## src/rtl/score_history_store_pkg.sv

```systemverilog
// Shared types for the play-record history store: record layout, depth and FSM states.
// The SCORE_HISTORY_BEST_EN build option is handled in score_history_store.sv.
package score_history_store_pkg;

   localparam int HISTORY_DEPTH = 9;

   typedef struct packed {
      logic        valid;
      logic [7:0]  user_id;
      logic [7:0]  chart_id;
      logic [15:0] score;
   } PlayRecord;

   localparam PlayRecord EMPTY_RECORD = '0;

   typedef enum logic {
      IDLE  = 1'b0,
      CLEAR = 1'b1
   } state_e;

endpackage

```

## src/rtl/score_history_store_history_index_map.sv

```systemverilog
// Maps a logical record id (1 = newest) onto a physical circular-buffer slot.
// hit_o is low for id 0 or ids beyond the number of stored records.
module history_index_map #(
   parameter int DEPTH = 9,
   parameter int ID_W  = 8
) (
   input  logic [3:0]      wptr_i,
   input  logic [3:0]      count_i,
   input  logic [ID_W-1:0] k_i,
   output logic [3:0]      phys_idx_o,
   output logic            hit_o
);

   logic [ID_W-1:0] count_ext;
   logic [4:0]      diff;

   always_comb begin
      count_ext  = {{(ID_W-4){1'b0}}, count_i};
      hit_o      = (k_i != '0) && (k_i <= count_ext);
      diff       = {1'b0, wptr_i} - {1'b0, k_i[3:0]};
      phys_idx_o = '0;
      // A borrow means the slot sits behind the wrap point, so fold by DEPTH.
      if (hit_o) begin
         phys_idx_o = diff[4] ? (diff[3:0] + 4'(DEPTH)) : diff[3:0];
      end
   end

endmodule

```

## src/rtl/score_history_store.sv

```systemverilog
// Circular history of the last DEPTH finished plays, read back by logical id.
// Define SCORE_HISTORY_BEST_EN to add all-time best_score / best_user outputs.
module score_history_store
   import score_history_store_pkg::*;
#(
   parameter int DEPTH = HISTORY_DEPTH,
   parameter int ID_W  = 8
) (
   input  logic            prog_clk,
   input  logic            rst,
   input  logic            wr_valid,
   output logic            wr_ready,
   input  PlayRecord       wr_record,
   input  logic            clear_req,
   output logic            clear_done,
   input  logic [ID_W-1:0] read_record_id,
   output PlayRecord       record_data,
   output logic [3:0]      record_count
`ifdef SCORE_HISTORY_BEST_EN
   ,
   output logic [15:0]     best_score,
   output logic [7:0]      best_user
`endif
);

   localparam logic [3:0] LAST = 4'(DEPTH - 1);
   localparam logic [3:0] FULL = 4'(DEPTH);

   state_e     state_q, state_d;
   logic [3:0] wptr_q, wptr_d;
   logic [3:0] count_q, count_d;
   logic [3:0] clr_idx_q, clr_idx_d;
   logic       clear_done_q, clear_done_d;
   PlayRecord  record_data_q, record_data_d;
   PlayRecord  wr_rec_v;
   logic       wr_fire;
   logic [3:0] phys_idx;
   logic       hit;

   PlayRecord  mem [DEPTH];

`ifdef SCORE_HISTORY_BEST_EN
   logic [15:0] best_score_q, best_score_d;
   logic [7:0]  best_user_q, best_user_d;
`endif

   history_index_map #(
      .DEPTH (DEPTH),
      .ID_W  (ID_W)
   ) u_index_map (
      .wptr_i     (wptr_q),
      .count_i    (count_q),
      .k_i        (read_record_id),
      .phys_idx_o (phys_idx),
      .hit_o      (hit)
   );

   always_comb begin
      state_d        = state_q;
      wptr_d         = wptr_q;
      count_d        = count_q;
      clr_idx_d      = clr_idx_q;
      clear_done_d   = 1'b0;
      wr_ready       = (state_q == IDLE) && !clear_req;
      wr_fire        = wr_valid && wr_ready;
      wr_rec_v       = wr_record;
      wr_rec_v.valid = 1'b1;
      record_data_d  = (hit && (state_q == IDLE)) ? mem[phys_idx] : EMPTY_RECORD;
`ifdef SCORE_HISTORY_BEST_EN
      best_score_d   = best_score_q;
      best_user_d    = best_user_q;
`endif
      case (state_q)
         IDLE: begin
            if (clear_req) begin
               state_d   = CLEAR;
               wptr_d    = '0;
               count_d   = '0;
               clr_idx_d = '0;
`ifdef SCORE_HISTORY_BEST_EN
               best_score_d = '0;
               best_user_d  = '0;
`endif
            end else if (wr_fire) begin
               wptr_d  = (wptr_q == LAST) ? 4'd0 : wptr_q + 4'd1;
               count_d = (count_q == FULL) ? count_q : count_q + 4'd1;
`ifdef SCORE_HISTORY_BEST_EN
               // Strict compare: a tie leaves the earlier holder in place.
               if (wr_record.score > best_score_q) begin
                  best_score_d = wr_record.score;
                  best_user_d  = wr_record.user_id;
               end
`endif
            end
         end
         CLEAR: begin
            clr_idx_d = clr_idx_q + 4'd1;
            if (clr_idx_q == LAST) begin
               state_d      = IDLE;
               clr_idx_d    = '0;
               clear_done_d = 1'b1;
            end
         end
         default: state_d = IDLE;
      endcase
   end

   always_ff @(posedge prog_clk or negedge rst) begin
      if (!rst) begin
         state_q       <= IDLE;
         wptr_q        <= '0;
         count_q       <= '0;
         clr_idx_q     <= '0;
         clear_done_q  <= 1'b0;
         record_data_q <= EMPTY_RECORD;
`ifdef SCORE_HISTORY_BEST_EN
         best_score_q  <= '0;
         best_user_q   <= '0;
`endif
      end else begin
         state_q       <= state_d;
         wptr_q        <= wptr_d;
         count_q       <= count_d;
         clr_idx_q     <= clr_idx_d;
         clear_done_q  <= clear_done_d;
         record_data_q <= record_data_d;
`ifdef SCORE_HISTORY_BEST_EN
         best_score_q  <= best_score_d;
         best_user_q   <= best_user_d;
`endif
      end
   end

   // Storage is not reset; count_q == 0 keeps stale slots from ever being read.
   always_ff @(posedge prog_clk) begin
      if (state_q == CLEAR) begin
         mem[clr_idx_q] <= EMPTY_RECORD;
      end else if (wr_fire) begin
         mem[wptr_q] <= wr_rec_v;
      end
   end

   assign clear_done   = clear_done_q;
   assign record_data  = record_data_q;
   assign record_count = count_q;
`ifdef SCORE_HISTORY_BEST_EN
   assign best_score   = best_score_q;
   assign best_user    = best_user_q;
`endif

endmodule

```

## config.mk

```make
export PLATFORM = sky130hd
export DESIGN_NAME = score_history_store
export DESIGN_NICKNAME = d
export VERILOG_FILES = /design/src/rtl/score_history_store_pkg.sv /design/src/rtl/score_history_store_history_index_map.sv /design/src/rtl/score_history_store.sv
export SDC_FILE = /design/constraint.sdc
export NUM_CORES = 1
export LEC_CHECK = 0
export BUFFER_PORTS_ARGS = -buffer_cell sky130_fd_sc_hd__buf_2
export CAP_MARGIN = 40
export CORE_ASPECT_RATIO = 1.1
export CORE_MARGIN = 4
export CORE_UTILIZATION = 55
export DETAILED_ROUTE_END_ITERATION = 12
export GPL_TIMING_DRIVEN = 0
export PLACE_DENSITY = 0.86
export SYNTH_ARGS = -nofsm -noshare
export SYNTH_HDL_FRONTEND = slang
export SYNTH_SLANG_ARGS = --single-unit
```

## constraint.sdc

```tcl
create_clock -name prog_clk -period 3.4 [get_ports prog_clk]
set_clock_uncertainty 0.2 [all_clocks]
set_input_delay 0.17 -clock prog_clk [delete_from_list [all_inputs] [get_ports prog_clk]]
set_output_delay 0.17 -clock prog_clk [all_outputs]
set_load 0.1 [all_outputs]
```

### After elaboration in Yosys (flattened, before gate mapping)

Memory sizes are Yosys's and may differ from the RTL's.
Cells that the tools add are included.

| word-level totals | value |
|---|---|
| register bits | 47 |
| memory bits (writable) | 297 |
| bits of input ports | 45 |
| output and inout bits | 39 |
| logic and storage cells | 57 |
| memories kept | 1 |

| cells by class | value |
|---|---|
| add/subtract/negate cells | 5 |
| order comparisons | 1 |
| equal/unequal tests | 5 |
| mux-type cells | 25 |
| bitwise logic cells | 1 |
| reduce and logical (&&, ||, !) cells | 10 |

Memory list:

| memory | words | bits a word | rd ports | clocked after memory_dff | wr ports | line | source |
|---|---|---|---|---|---|---|---|
| mem | 9 | 33 | 1 | 0 | 1 | score_history_store.sv:40 | `PlayRecord mem [DEPTH];` |

Operator list:

| operator | count |
|---|---|
| $mux 33 | 2 |
| $mux 4 | 11 |
| $reduce_or 33->1 | 1 |
| $add 4x1->4 const B | 3 |
| $eq 4x4->1 const B | 3 |
| $mux 1 | 10 |
| $le 8x4->1 | 1 |
| $pmux 4 s2 | 1 |
| $reduce_bool 8->1 | 1 |
| $sub 4x4->5 | 1 |
| $add 4x4->4 const B | 1 |
| $logic_and 1x1->1 | 4 |
| $ne 2x2->1 const B | 2 |
| $reduce_and 3->1 | 1 |
| $pmux 1 s2 | 1 |
| $reduce_and 2->1 | 1 |
| $reduce_bool 2->1 | 1 |
| $logic_not 1->1 | 1 |
| $not 1->1 | 1 |

### Logic depth before layout (Yosys ltp)

Gate-level depths: netlist of the first run.

| depth | value |
|---|---|
| depth after elaboration | 8 |
| gate-level depth with buffers | 14 |
| gate-level depth less buffers | 11 |

### Modules after synthesis

From an unflattened synthesis of the first run, not the netlist that was laid out.

| second synthesis, totals | value |
|---|---|
| cell total of the unflattened synthesis | 865 |
| area, all modules | 13,864.5 um^2 |

By module, submodules not included:

| module | instances | cells an instance | area an instance (um^2) | seq. area each (um^2) |
|---|---|---|---|---|
| score_history_store | 1 | 814 | 13,486.7 | 10,094.7 |
| history_index_map | 1 | 51 | 377.9 | 0.0 |

### Worst setup path before layout of the first run

Ideal clock, no wire load.

| timing path | value |
|---|---|
| kind | flip-flop to flip-flop |
| start point | register wptr_q[0] |
| end point | register record_data_q (netlist bit record_data[31]) |
| setup time | 0.094 ns |
| data arrival time | 2.964 ns |
| data required time | 3.106 ns |
| slack | 0.142 ns |
| stages on the path, launching flop included | 14 |
| buffers on the path | 4 |
| clock period less this slack | 3.258 ns |
| path through | dfrtp_1 inv_1 ha_1 inv_1 clkbuf_1 clkbuf_1 ha_1 a211oi_1 o221ai_2 buf_4 buf_2 o221ai_1 o32ai_1 a211oi_1 |

RTL lines:

| element | line | source |
|---|---|---|
| from (decl) | score_history_store.sv:30 | `logic [3:0] wptr_q, wptr_d;` |
| from (signal assigned) | score_history_store.sv:122 | `wptr_q <= wptr_d;` |
| to (signal assigned) | score_history_store.sv:126 | `record_data_q <= record_data_d;` |
| to (decl) | score_history_store.sv:34 | `PlayRecord record_data_q, record_data_d;` |

==> Implementation_results.wiki, run 1 <==
{| class="wikitable"
! Metric !! Value
|-
| Core region area || 25600 sq um
|-
| Share of total power in the clock network || 0.255
|-
| Post-route cell area || 17300 sq um
|-
| DRC || 0
|-
| Largest net degree at the start of global routing || 25
|-
| Standard cell with the maximum stage delay on the critical path || fa_2
|-
| Top fanout value on the critical path || 8
|-
| # rows || 61
|-
| Critical Path Source Type || flop
|-
| Detail Route Antenna Nets || 0
|-
| Setup-violating endpoint count in the final report || 2
|-
| Post-synth cell types || 61
|-
| Post-DP HPWL || 24400 microns
|-
| Die Wd || 162 microns
|-
| RSZ-0062 raised after global routing || true
|-
| Total CTS buffers || 34
|-
| Total internal power || 9.52 mW
|-
| Worst Path Arrival || 3630 ps
|-
| Final critical delay including setup and external delays || 3440 ps
|-
| Clk sink count || 344
|-
| Number of cells in the design after placement || 1381
|-
| Worst-skew pair later-pin latency || 520 ps
|-
| Share of total power consumed by net switching || 0.363
|-
| Port Buf Inserts || 81
|-
| Yosys warning total || 0
|-
| Master cell of the clock root buffer || clkbuf_16
|-
| Overall Global Routing Usage || 0.272
|-
| Initial core utilization || 0.565
|-
| Pwr per Cell Area || 861 nW/um^2
|-
| EDFF count, synth || 297
|-
| Most frequent CP cell || ha_4
|-
| Global-route wire length before repair || 60000 microns
|-
| Leakage power of the design || 6.38 nW
|-
| Highest-count cells in the layout ignoring fill and taps || edfxtp_1 (297), buf_2 (85), o221ai_1 (84)
|-
| Pins over their slew limit || 0
|-
| Number of antenna violations at the first check in global routing || 0
|-
| Weighted congestion at the end of routability-driven global placement || 0.822
|-
| Total placed instance area || 15600 sq um
|-
| Async set or reset register ratio after synthesis || 0.137
|-
| Post-synthesis average cell area || 15.3 sq um
|-
| Worst path buffer plus inverter count || 4
|-
| Full die area || 28900 sq um
|-
| Top delay family on crit path || compound AO/OA/AOI/OAI gates
|-
| Proportion of synthesized chip area in sequential cells || 0.699
|-
| Vias per inst || 6.94
|-
| Router iterations before antenna repair || 6
|-
| Violated checks || negative setup slack
|-
| Gate power share || 0.347
|-
| Synth Instances || 944
|-
| Ant diodes || 0
|-
| P_sw || 5.42 mW
|-
| CTS tree || built
|-
| Number of global-route vias before repair || 10500
|-
| Setup Crit Path Kind || reg -> reg
|-
| Post-route insts no fill || 1471
|-
| Count of pins on the block boundary || 84
|-
| Vertical die dimension || 178 microns
|-
| Final Hold Fails || 0
|-
| Maximum clock rate || 290 MHz
|-
| Net count reported at finish || 1160
|-
| Capturing element type of the critical path || flop
|-
| Number of H-tree levels || 2
|-
| DR iter-0 viols || 1553
|-
| Number of buffers between clock root and the deepest sink || 3
|-
| Relative contribution of sequential cells to total power || 0.397
|-
| Worst min path class || in -> reg
|-
| Routed len/inst || 27.6 microns
|-
| Wirelength, routed || 40700 microns
|-
| Flops & latches, synth || 344
|-
| Hold slack final || 5.19 ps
|-
| Tcrit/Tclk final || 1.01
|-
| Minimum setup slack in the final design || -43.4 ps
|-
| Leading cell type in the layout, fill and taps excluded || edfxtp_1
|-
| Max-capacitance violation count || 0
|-
| Primary flip-flop cell chosen by synthesis mapping || edfxtp_1
|-
| Final Util || 0.679
|-
| Biggest cell delay along the critical path || 510 ps
|-
| Required time of the critical path || 3590 ps
|-
| Detailed-route via count || 10200
|-
| Synthesis-to-layout area growth || 20.2%
|-
| Global-route congestion overflow total || 0
|-
| Cell Area, Synth || 14400 sq um
|-
| Max transition margin || 0.428
|-
| Peak supply drop || 0.415 mV
|-
| Result of the run || finished with violations
|-
| Ordered cell list for the critical path || inv_2 -> ha_4 -> inv_1 -> fa_2 -> ha_4 -> a211oi_4 -> o221ai_4 -> buf_6 -> buf_12 -> nor2_1 -> a2111o_1 -> a311oi_4
|-
| Synthesized netlist net count || 1005
|-
| Clock input transition at the sequential cells of the worst setup and hold paths || 70 ps
|-
| Share of layout cells above drive strength 1 || 0.252
|-
| Worst slew pin tran || 858 ps
|}
-- cell families after synthesis --
family | count (synthesis) | share of synthesized area
adder cells (fa/ha/maj) | 16 | 0.0144
AND/OR/NAND/NOR | 135 | 0.0471
buffers and inverters | 98 | 0.0360
flip-flops | 344 | 0.699
AO/OA/AOI/OAI | 315 | 0.179
multiplexers | 33 | 0.0229
XOR/XNOR | 3 | 0.00182
-- synth_stat cells, types with 7 or more instances --
library cell | n | area, sq um
a2111o_1 | 32 | 360
a21o_1 | 30 | 225
a21oi_1 | 71 | 355
a311oi_1 | 27 | 236
a31oi_1 | 7 | 43.8
and3_1 | 32 | 200
buf_2 | 18 | 90.1
buf_6 | 8 | 90.1
clkbuf_1 | 45 | 169
dfrtp_1 | 47 | 1180
edfxtp_1 | 297 | 8920
ha_1 | 15 | 188
inv_1 | 18 | 67.6
mux2i_1 | 33 | 330
nand2_1 | 18 | 67.6
nor2_1 | 53 | 199
o21ai_0 | 15 | 75.1
o221ai_1 | 85 | 744
o221ai_2 | 11 | 165
-- layer usage --
metal	global-route usage	wire length (microns)	up-vias	share of wire
met5	0	0	-	0
met4	0.138	1810	0	0.044
met3	0.0602	4360	176	0.11
met2	0.455	20400	854	0.50
met1	0.335	14100	4995	0.35
li1	-	-	4186	-
-- worst register-to-register path, stage by stage (launching register included) --
cell and delay, ps:
dfrtp_2 380, inv_2 60, ha_4 150, inv_1 100, fa_2 510, ha_4 350, a211oi_4 60, o221ai_4 270
buf_6 190, buf_12 140, nor2_1 60, a2111o_1 450, a311oi_4 400
-- state kept, by name, indices dropped and copies added (netlist names) --
register and count:
clr_idx_q 4, record_count 4, mem 297, wptr_q 4, record_data 33, clear_done 1
state_q 1
-- layout make-up --
| class | count | area (sq um) |
|---|---|---|
| Inverter | 19 | 71.3 |
| Sequential cell | 344 | 10100 |
| Multi-Input combinational cell | 502 | 4140 |
| Clock inverter | 13 | 124 |
| Tap cell | 346 | 433 |
| Buffer | 76 | 574 |
| Timing Repair Buffer | 122 | 911 |
| Fill cell | 1574 | 8220 |
| Clock buffer | 49 | 1000 |
-- path summary, 6_finish.rpt --
check                      depth (start not counted)  slack (ps)            start               to
setup reg to reg                                  12         -40        wptr_q[0]  record_data[24]
max in group asynchronous                          3        2400              rst        wptr_q[0]
hold reg to reg                                    2         350  record_count[1]  record_count[1]
setup / recovery                                  12         -40        wptr_q[0]  record_data[24]
hold / removal                                     2           5     wr_record[6]        mem[7][6]
min in group asynchronous                          2          20              rst  record_data[23]
-- power groups by stage --
stage / clock network [mW] / registers, mW / logic [mW]
after floorplan: 0 / 6.04 / 2.66
after global placement: 0 / 6.01 / 3.90
after detailed placement: 0 / 5.99 / 4.40
after CTS: 3.79 / 5.91 / 4.81
after global routing: 3.98 / 5.98 / 5.40
final: 3.82 / 5.94 / 5.19
-- repair_timing --
| action | CTS | global route |
|---|---|---|
| hold buffers | 12 | 0 |
| gates cloned | 0 | 0 |
| buffers inserted | 12 | 6 |
| resized for setup | 77 | 31 |
| setup endpoints to repair | 33 | 33 |
| pin swaps | 12 | 7 |
| endpoints found under the hold margin | 126 | 0 |
-- metrics by stage --
stage / power (mW) / setup slack, ps / TNS (ps)
final: 14.9 / -43.4 / -76.8
after detailed placement: 10.4 / -1160 / -31160
after CTS: 14.5 / 28.3 / 0
after global routing: 15.4 / -71.8 / -142
after global placement: 9.91 / -1510 / -413330
after floorplan: 8.70 / 142 / 0
(Power assumes the default switching activity.)
==> run 2, diff against run 1 <==
--- a/config.mk
+++ b/config.mk
@@ -9,10 +9,9 @@
 export CAP_MARGIN = 40
 export CORE_ASPECT_RATIO = 1.1
 export CORE_MARGIN = 4
-export CORE_UTILIZATION = 55
+export CORE_UTILIZATION = 36
 export DETAILED_ROUTE_END_ITERATION = 12
-export GPL_TIMING_DRIVEN = 0
-export PLACE_DENSITY = 0.86
+export PLACE_DENSITY = 0.64
 export SYNTH_ARGS = -nofsm -noshare
 export SYNTH_HDL_FRONTEND = slang
 export SYNTH_SLANG_ARGS = --single-unit
==> run 2 against run 1 <==
The run ends with negative hold slack left. Critical path depth is 1 higher. Maximum frequency rose by 4.6%. First-iteration DRC count is 49% lower. Die area rose by 50%. Sequential power is 1% lower. Largest cell class unchanged.
==> Implementation_results.wiki, run 2 (synthesis results as in run 1) <==
{| class="wikitable"
! Metric !! Value
|-
| Result of the run || finished with violations
|-
| Violated checks || negative hold slack
|-
| Master cell of the clock root buffer || clkbuf_16
|-
| Final Hold Fails || 18 (+18)
|-
| Clk sink count || 344 (unchanged)
|-
| Global-route congestion overflow total || 0 (unchanged)
|-
| Port Buf Inserts || 82 (+1.2%)
|-
| Number of antenna violations at the first check in global routing || 1 (+1)
|-
| Number of flip-flops under the largest register name || 297 (unchanged)
|-
| Overall Global Routing Usage || 0.180 (-0.0917)
|-
| Hold slack final || -8.32 ps (-13.5 ps)
|-
| Max-capacitance violation count || 0 (unchanged)
|-
| RSZ-0062 raised after global routing || true
|-
| Core region area || 39400 sq um (+54%)
|-
| Register-to-register path setup slack || 110 ps (+150 ps)
|-
| Peak supply drop || 0.579 mV (+40%)
|-
| Worst Path Arrival || 3530 ps (-100 ps)
|-
| Tcrit/Tclk final || 0.968 (-0.0449)
|-
| DRC || 0 (unchanged)
|-
| Share of layout cells above drive strength 1 || 0.244 (-0.00793)
|-
| Full die area || 43400 sq um (+50%)
|-
| Initial core utilization || 0.367 (-0.198)
|-
| Vias per inst || 5.81 (-16%)
|-
| Setup Crit Path Kind || reg -> reg
|-
| Detail Route Antenna Nets || 0 (unchanged)
|-
| Post-DP HPWL || 22600 microns (-7.6%)
|-
| Total stage count of the critical path || 13 (+1)
|-
| Leading cell type in the layout, fill and taps excluded || edfxtp_1
|-
| Die Wd || 199 microns (+22%)
|-
| Worst min path class || in -> reg
|-
| Reg area || 10100 sq um (about the same)
|-
| Max transition margin || 0.465 (+0.0369)
|-
| Standard cell with the maximum stage delay on the critical path || a2111o_1
|-
| # rows || 76 (+25%)
|-
| Net count reported at finish || 1168 (+0.69%)
|-
| Post-route insts no fill || 1644 (+12%)
|-
| Number of global-route vias before repair || 9774 (-6.7%)
|-
| Worst slew pin tran || 799 ps (-59.0 ps)
|-
| Setup-violating endpoint count in the final report || 0 (-2)
|-
| Critical Path Source Type || flop
|-
| Worst flop-to-flop path startpoint || wptr_q[0]
|-
| Minimum setup slack in the final design || 109 ps (+153 ps)
|-
| Number of H-tree levels || 2 (unchanged)
|-
| Weighted congestion at the end of routability-driven global placement || 0.792 (-3.6%)
|-
| Top fanout value on the critical path || 13 (+5)
|-
| Required time of the critical path || 3640 ps (+50 ps)
|-
| Endpoint of the worst hold-timing path || mem[6][25]
|-
| Footprint of the multi-input gates || 4020 sq um (-2.8%)
|-
| Synthesis-to-layout area growth || 23.2%
|-
| Largest net degree at the start of global routing || 66 (+160%)
|-
| Total CTS buffers || 38 (+12%)
|-
| Pwr per Cell Area || 839 nW/um^2 (-2.6%)
|-
| Biggest cell delay along the critical path || 390 ps (-120 ps)
|-
| Routed len/inst || 24.1 microns (-13%)
|-
| Count of pins on the block boundary || 84 (unchanged)
|-
| Maximum clock rate || 304 MHz (+4.6%)
|-
| CTS tree || built
|-
| Vertical die dimension || 218 microns (+23%)
|-
| Number of cells in the design after placement || 1533 (+11%)
|-
| Total placed instance area || 16000 sq um (+2.5%)
|-
| Ant diodes || 0 (unchanged)
|-
| Worst path buffer plus inverter count || 5 (+1)
|-
| Final critical delay including setup and external delays || 3290 ps (-153 ps)
|-
| Ordered cell list for the critical path || inv_1 -> ha_2 -> inv_1 -> fa_2 -> a211oi_4 -> nor4_2 -> o221ai_4 -> buf_12 -> buf_12 -> clkbuf_16 -> nor2_1 -> a2111o_1 -> a311oi_2
|-
| Highest-count cells in the layout ignoring fill and taps || edfxtp_1 (297), o221ai_1 (85), buf_2 (82)
|-
| Post-route cell area || 17800 sq um (+2.6%)
|-
| Clock input transition at the sequential cells of the worst setup and hold paths || 60 ps (about the same)
|-
| Router iterations before antenna repair || 5 (-1)
|-
| Register name with the most flops || mem
|-
| Capturing point of the worst reg2reg path || record_data[9]
|-
| Cell depth of the worst hold path || 2 (unchanged)
|-
| Worst Hold Launch || wr_record[25]
|-
| Power Total || 14.9 mW (about the same)
|-
| Depth of the worst register-to-register path || 13 (+1)
|-
| Number of buffers between clock root and the deepest sink || 3 (unchanged)
|-
| Global-route wire length before repair || 59800 microns (-0.43%)
|-
| DR iter-0 viols || 795 (-49%)
|-
| Worst-skew pair later-pin latency || 530 ps (about the same)
|-
| Leakage power of the design || 6.58 nW (+3.0%)
|-
| Count of fill cells added during filler insertion || 3490 (+120%)
|-
| Pins over their slew limit || 0 (unchanged)
|-
| Wirelength, routed || 39700 microns (-2.5%)
|-
| Top delay family on crit path || compound AO/OA/AOI/OAI gates
|-
| Capturing element type of the critical path || flop
|-
| Pre-CTS setup slack || 36.9 ps (+1200 ps)
|-
| Detailed-route via count || 9552 (-6.5%)
|}
==> run 2: worst register-to-register path: cells and delay by family, from the launching register on <==
family | cells | cell delay (ps)
buf+inv | 5 | 560
simple gates | 2 | 190
compound gates | 4 | 1360
flops | 1 | 380
fa+ha+maj | 2 | 540
==> run 2: worst max path at each step <==
stage	startpoint	to
3_5_place_dp	wptr_q[0]	record_data[24]
3_3_place_gp	wptr_q[0]	record_data[21]
2_1_floorplan	wptr_q[0]	record_data[31]
4_1_cts	wptr_q[0]	record_data[24]
6_report	wptr_q[0]	record_data[9]
5_1_grt	wptr_q[0]	record_data[9]
==> run 2: power by group <==
group / switching (mW) / total (mW) / internal (mW)
Combinational: 3.28 / 4.88 / 1.60
Clock: 1.69 / 4.17 / 2.49
Sequential: 0.274 / 5.87 / 5.60
Total: 5.24 / 14.9 / 9.68
==> run 2: area by class of cell <==
| class | count | share of cell area |
|---|---|---|
| Sequential cell | 344 | 0.567 |
| Multi-Input combinational cell | 502 | 0.226 |
| Timing Repair Buffer | 202 | 0.0960 |
| Clock buffer | 51 | 0.0591 |
| Tap cell | 507 | 0.0357 |
| Clock inverter | 19 | 0.0119 |
| Inverter | 19 | 0.00401 |
==> run 2: per-layer routing <==
layer | vias to the layer above | part of all wire | global-route usage
li1 | 4192 | - | -
met1 | 4874 | 0.41 | 0.237
met2 | 384 | 0.49 | 0.301
met3 | 102 | 0.066 | 0.0284
met4 | 0 | 0.036 | 0.0702
met5 | - | 0 | 0
==> run 2: stage by stage <==
step / TNS [ps] / utilization / hold slack (ps)
floorplan: 0 / - / -326
finish: 0 / 0.452 / -8.32
global placement: 0 / 0.406 / 7.62
CTS: 0 / 0.446 / 2.46
global route: -110 / 0.452 / 18.7
detailed placement: 0 / 0.406 / 22.2
==> run 2: timing repair <==
| item | in CTS | in global routing |
|---|---|---|
| hold buffers | 30 | 0 |
| buffers inserted | 0 | 9 |
| endpoints found under the hold margin | 236 | 0 |
| resized for setup | 0 | 18 |
| setup endpoints to repair | 0 | 28 |
==> run 3, diff against run 2 <==
--- a/config.mk
+++ b/config.mk
@@ -5,13 +5,15 @@
 export SDC_FILE = /design/constraint.sdc
 export NUM_CORES = 1
 export LEC_CHECK = 0
+export ABC_AREA = 1
 export BUFFER_PORTS_ARGS = -buffer_cell sky130_fd_sc_hd__buf_2
 export CAP_MARGIN = 40
 export CORE_ASPECT_RATIO = 1.1
 export CORE_MARGIN = 4
 export CORE_UTILIZATION = 36
 export DETAILED_ROUTE_END_ITERATION = 12
-export PLACE_DENSITY = 0.64
+export GPL_TIMING_DRIVEN = 0
+export PLACE_DENSITY = 0.58
 export SYNTH_ARGS = -nofsm -noshare
 export SYNTH_HDL_FRONTEND = slang
 export SYNTH_SLANG_ARGS = --single-unit
==> run 3 against run 2 <==
The run now ends clean. Global-route usage fell by 1.3 points. Flip-flop and latch count stayed put. Cell count rose by 20%. Die area down 1.1%. Clock-buffer cell count up 1. Synthesized area decreased by 1.1%. Utilization down 1.1 points. Register-to-register slack better by 80 ps. Maximum frequency is 2.5% higher.
==> Implementation_results.wiki, run 3 <==
{| class="wikitable"
! Metric !! Value
|-
| Worst min path class || in -> async
|-
| Initial core utilization || 0.364 (-0.00244)
|-
| Routed len/inst || 18.2 microns (-24%)
|-
| Number of H-tree levels || 2 (unchanged)
|-
| Global-route congestion overflow total || 0 (unchanged)
|-
| Clk sink count || 344 (unchanged)
|-
| Peak supply drop || 0.358 mV (-38%)
|-
| Ant diodes || 0 (unchanged)
|-
| Core region area || 39200 sq um (-0.48%)
|-
| Share of total power in the clock network || 0.315 (+0.035)
|-
| Top delay family on crit path || simple AND/OR/NAND/NOR gates
|-
| Biggest cell delay along the critical path || 530 ps (+140 ps)
|-
| Largest net degree at the start of global routing || 26 (-61%)
|-
| Ordered cell list for the critical path || nor2_4 -> inv_2 -> nor2_4 -> inv_2 -> buf_2 -> o21ai_1 -> nand2_1 -> nor2_4 -> buf_12
|-
| Tcrit/Tclk final || 0.944 (-0.0234)
|-
| Detailed-route via count || 9526 (-0.27%)
|-
| Leading cell type in the layout, fill and taps excluded || nand2_1
|-
| Synth top area share || 0.625 (+0.00715)
|-
| Worst slew pin tran || 777 ps (-21.6 ps)
|-
| CTS tree || built
|-
| Async set or reset register ratio after synthesis || 0.137 (unchanged)
|-
| Total internal power || 8.88 mW (-8.3%)
|-
| Die Wd || 198 microns (-0.55%)
|-
| Max transition margin || 0.482 (+0.0169)
|-
| Pre-CTS setup slack || 71.2 ps (+34.3 ps)
|-
| Primary flip-flop cell chosen by synthesis mapping || edfxtp_1
|-
| Final critical delay including setup and external delays || 3210 ps (-79.7 ps)
|-
| Synth Instances || 1266 (+34%)
|-
| Synthesized netlist net count || 1327 (+32%)
|-
| Master cell of the clock root buffer || clkbuf_16
|-
| Setup-violating endpoint count in the final report || 0 (unchanged)
|-
| Flops & latches, synth || 344 (unchanged)
|-
| Post-synth cell types || 30 (-51%)
|-
| Share of total power consumed by net switching || 0.312 (-0.0389)
|-
| Weighted congestion at the end of routability-driven global placement || 0.788 (-0.53%)
|-
| Final Hold Fails || 0 (-18)
|-
| Count of pins on the block boundary || 84 (unchanged)
|-
| Most common library cells after synthesis || nand2_1 (333), edfxtp_1 (297), nand3_1 (237), nor2_1 (121), inv_1 (98)
|-
| Count of fill cells added during filler insertion || 3655 (+4.7%)
|-
| EDFF count, synth || 297 (unchanged)
|-
| Leakage power of the design || 7.43 nW (+13%)
|-
| # rows || 76 (unchanged)
|-
| Synthesis-to-layout area growth || 21.1%
|-
| Required time of the critical path || 3420 ps (-220 ps)
|-
| Worst-skew pair later-pin latency || 530 ps (about the same)
|-
| Proportion of synthesized chip area in sequential cells || 0.707 (+0.00809)
|-
| Most common cell in the netlist || nand2_1
|-
| Standard cell with the maximum stage delay on the critical path || nor2_4
|-
| Overall Global Routing Usage || 0.168 (-0.0127)
|-
| Net count reported at finish || 1499 (+28%)
|-
| Power Total || 12.9 mW (-13%)
|-
| Max-capacitance violation count || 0 (unchanged)
|-
| Post-DP HPWL || 23300 microns (+3.3%)
|-
| Highest-count cells in the layout ignoring fill and taps || nand2_1 (333), edfxtp_1 (297), nand3_1 (237)
|-
| Detail Route Antenna Nets || 0 (unchanged)
|-
| Critical Path Source Type || flop
|-
| Vertical die dimension || 217 microns (-0.55%)
|-
| P_sw || 4.03 mW (-23%)
|-
| Port Buf Inserts || 82 (unchanged)
|-
| Wirelength, routed || 36000 microns (-9.3%)
|-
| Post-synthesis average cell area || 11.3 sq um (-26%)
|-
| Top cell type by total area after synthesis || edfxtp_1
|-
| Post-route insts no fill || 1973 (+20%)
|-
| DR iter-0 viols || 623 (-22%)
|-
| Router iterations before antenna repair || 5 (unchanged)
|-
| Worst Path Arrival || 3230 ps (-300 ps)
|-
| Full die area || 42900 sq um (-1.1%)
|-
| Number of global-route vias before repair || 9525 (-2.5%)
|-
| Cell Area, Synth || 14300 sq um (-1.1%)
|-
| Relative contribution of sequential cells to total power || 0.444 (+0.051)
|-
| Yosys warning total || 0 (unchanged)
|-
| DRC || 0 (unchanged)
|-
| Global-route wire length before repair || 55500 microns (-7.2%)
|-
| Worst path buffer plus inverter count || 4 (-1)
|-
| Gate power share || 0.240 (-0.087)
|-
| Cells taking the most area after synthesis || edfxtp_1 (62%), nand2_1 (8.8%), nand3_1 (8.3%)
|-
| Total CTS buffers || 36 (-5.3%)
|-
| Capturing element type of the critical path || flop
|-
| Pins over their slew limit || 0 (unchanged)
|-
| RSZ-0062 raised after global routing || false
|-
| Setup Crit Path Kind || reg -> reg
|-
| Top fanout value on the critical path || 20 (+7)
|-
| Number of flip-flops under the largest register name || 297 (unchanged)
|-
| Pwr per Cell Area || 747 nW/um^2 (-11%)
|-
| Number of buffers between clock root and the deepest sink || 3 (unchanged)
|-
| Vias per inst || 4.83 (-17%)
|-
| Clock input transition at the sequential cells of the worst setup and hold paths || 60 ps (about the same)
|-
| Register name with the most flops || mem
|-
| Number of antenna violations at the first check in global routing || 0 (-1)
|-
| Most frequent CP cell || nor2_4
|-
| Minimum setup slack in the final design || 189 ps (+79.7 ps)
|-
| Worst setup startpoint || state_q
|-
| Worst flop-to-flop path startpoint || state_q
|-
| Maximum clock rate || 311 MHz (+2.5%)
|-
| Result of the run || complete, no violations
|-
| Share of layout cells above drive strength 1 || 0.153 (-0.0901)
|-
| Number of cells in the design after placement || 1866 (+22%)
|}
## run 3: cell count changes in the layout (fill, tap and decap cells not counted), sizes merged, moves of 33 or more
cell,before,now
nor2,54,125
mux2i,33,0
inv,20,105
nand2,18,336
a21oi,71,13
o221ai,96,0
nand3,3,239
## run 3: area by class of cell
class	count	area [sq um]	share of cell area
Sequential cell	344	10100	0.584
Multi-Input combinational cell	756	3510	0.203
Timing Repair Buffer	134	1070	0.0617
Clock buffer	52	1020	0.0592
Tap cell	507	634	0.0367
Inverter	104	390	0.0226
Buffer	62	365	0.0211
Clock inverter	14	200	0.0116
## run 3: cells by family after synthesis
group | synth area share
adders and majority gates | 0.0146
xor gates and xnor gates | 0.00307
and+or+nand+nor | 0.211
buffers and inverters | 0.0525
AOI/OAI and AO/OA | 0.0117
DFF | 0.707
## run 3: metrics by stage
| step | util | TNS, ps | instance area, sq um | hold WS (ps) |
|---|---|---|---|---|
| after floorplan | - | -858 | 14300 | -326 |
| after global placement | 0.392 | -161750 | 15400 | 214 |
| after detailed placement | 0.399 | 0 | 15600 | 53.1 |
| after CTS | 0.439 | 0 | 17200 | 44.7 |
| after global routing | 0.441 | 0 | 17300 | 106 |
| final | 0.441 | 0 | 17300 | 25.0 |
## run 3: worst reg2reg max path, stage by stage (launching register included)
cell	delay (ps)
dfrtp_1	500
nor2_4	190
inv_2	80
nor2_4	350
inv_2	60
buf_2	220
o21ai_1	230
nand2_1	240
nor2_4	540
buf_12	270
## run 3: power by group through the flow
stage               sequential (mW)  clock, mW  combinational [mW]
floorplan                      5.99          0                1.74
global placement               5.85          0                2.73
detailed placement             5.83          0                3.06
CTS                            5.74       4.15                3.10
global route                   5.80       4.33                3.42
finish                         5.74       4.07                3.10
## run 3: timing repair
action                                  in CTS  in global routing
buffers inserted                             0                  6
hold endpoints to repair                   356                  0
hold buffers                                35                  0
gates resized for setup                      0                  8
endpoints found under the setup margin       0                 85
## run 3: worst paths after layout
check | endpoint | slack, ps | cells after the start
setup / recovery | mem[0][12] | 190 | 9
hold reg to reg | record_data[12] | 340 | 4
max in group asynchronous | record_data[9] | 2370 | 3
hold / removal | record_count[3] | 20 | 2
setup reg to reg | mem[0][12] | 190 | 9
min in group prog_clk | record_data[31] | 140 | 8
## run 3: metal layers
metal	routed length, microns	track usage	up-vias	share of wire
li1	-	-	4630	-
met1	15200	0.220	4598	0.42
met2	18200	0.294	247	0.51
met3	1780	0.0238	51	0.050
met4	771	0.0429	0	0.021
met5	0	0	-	0
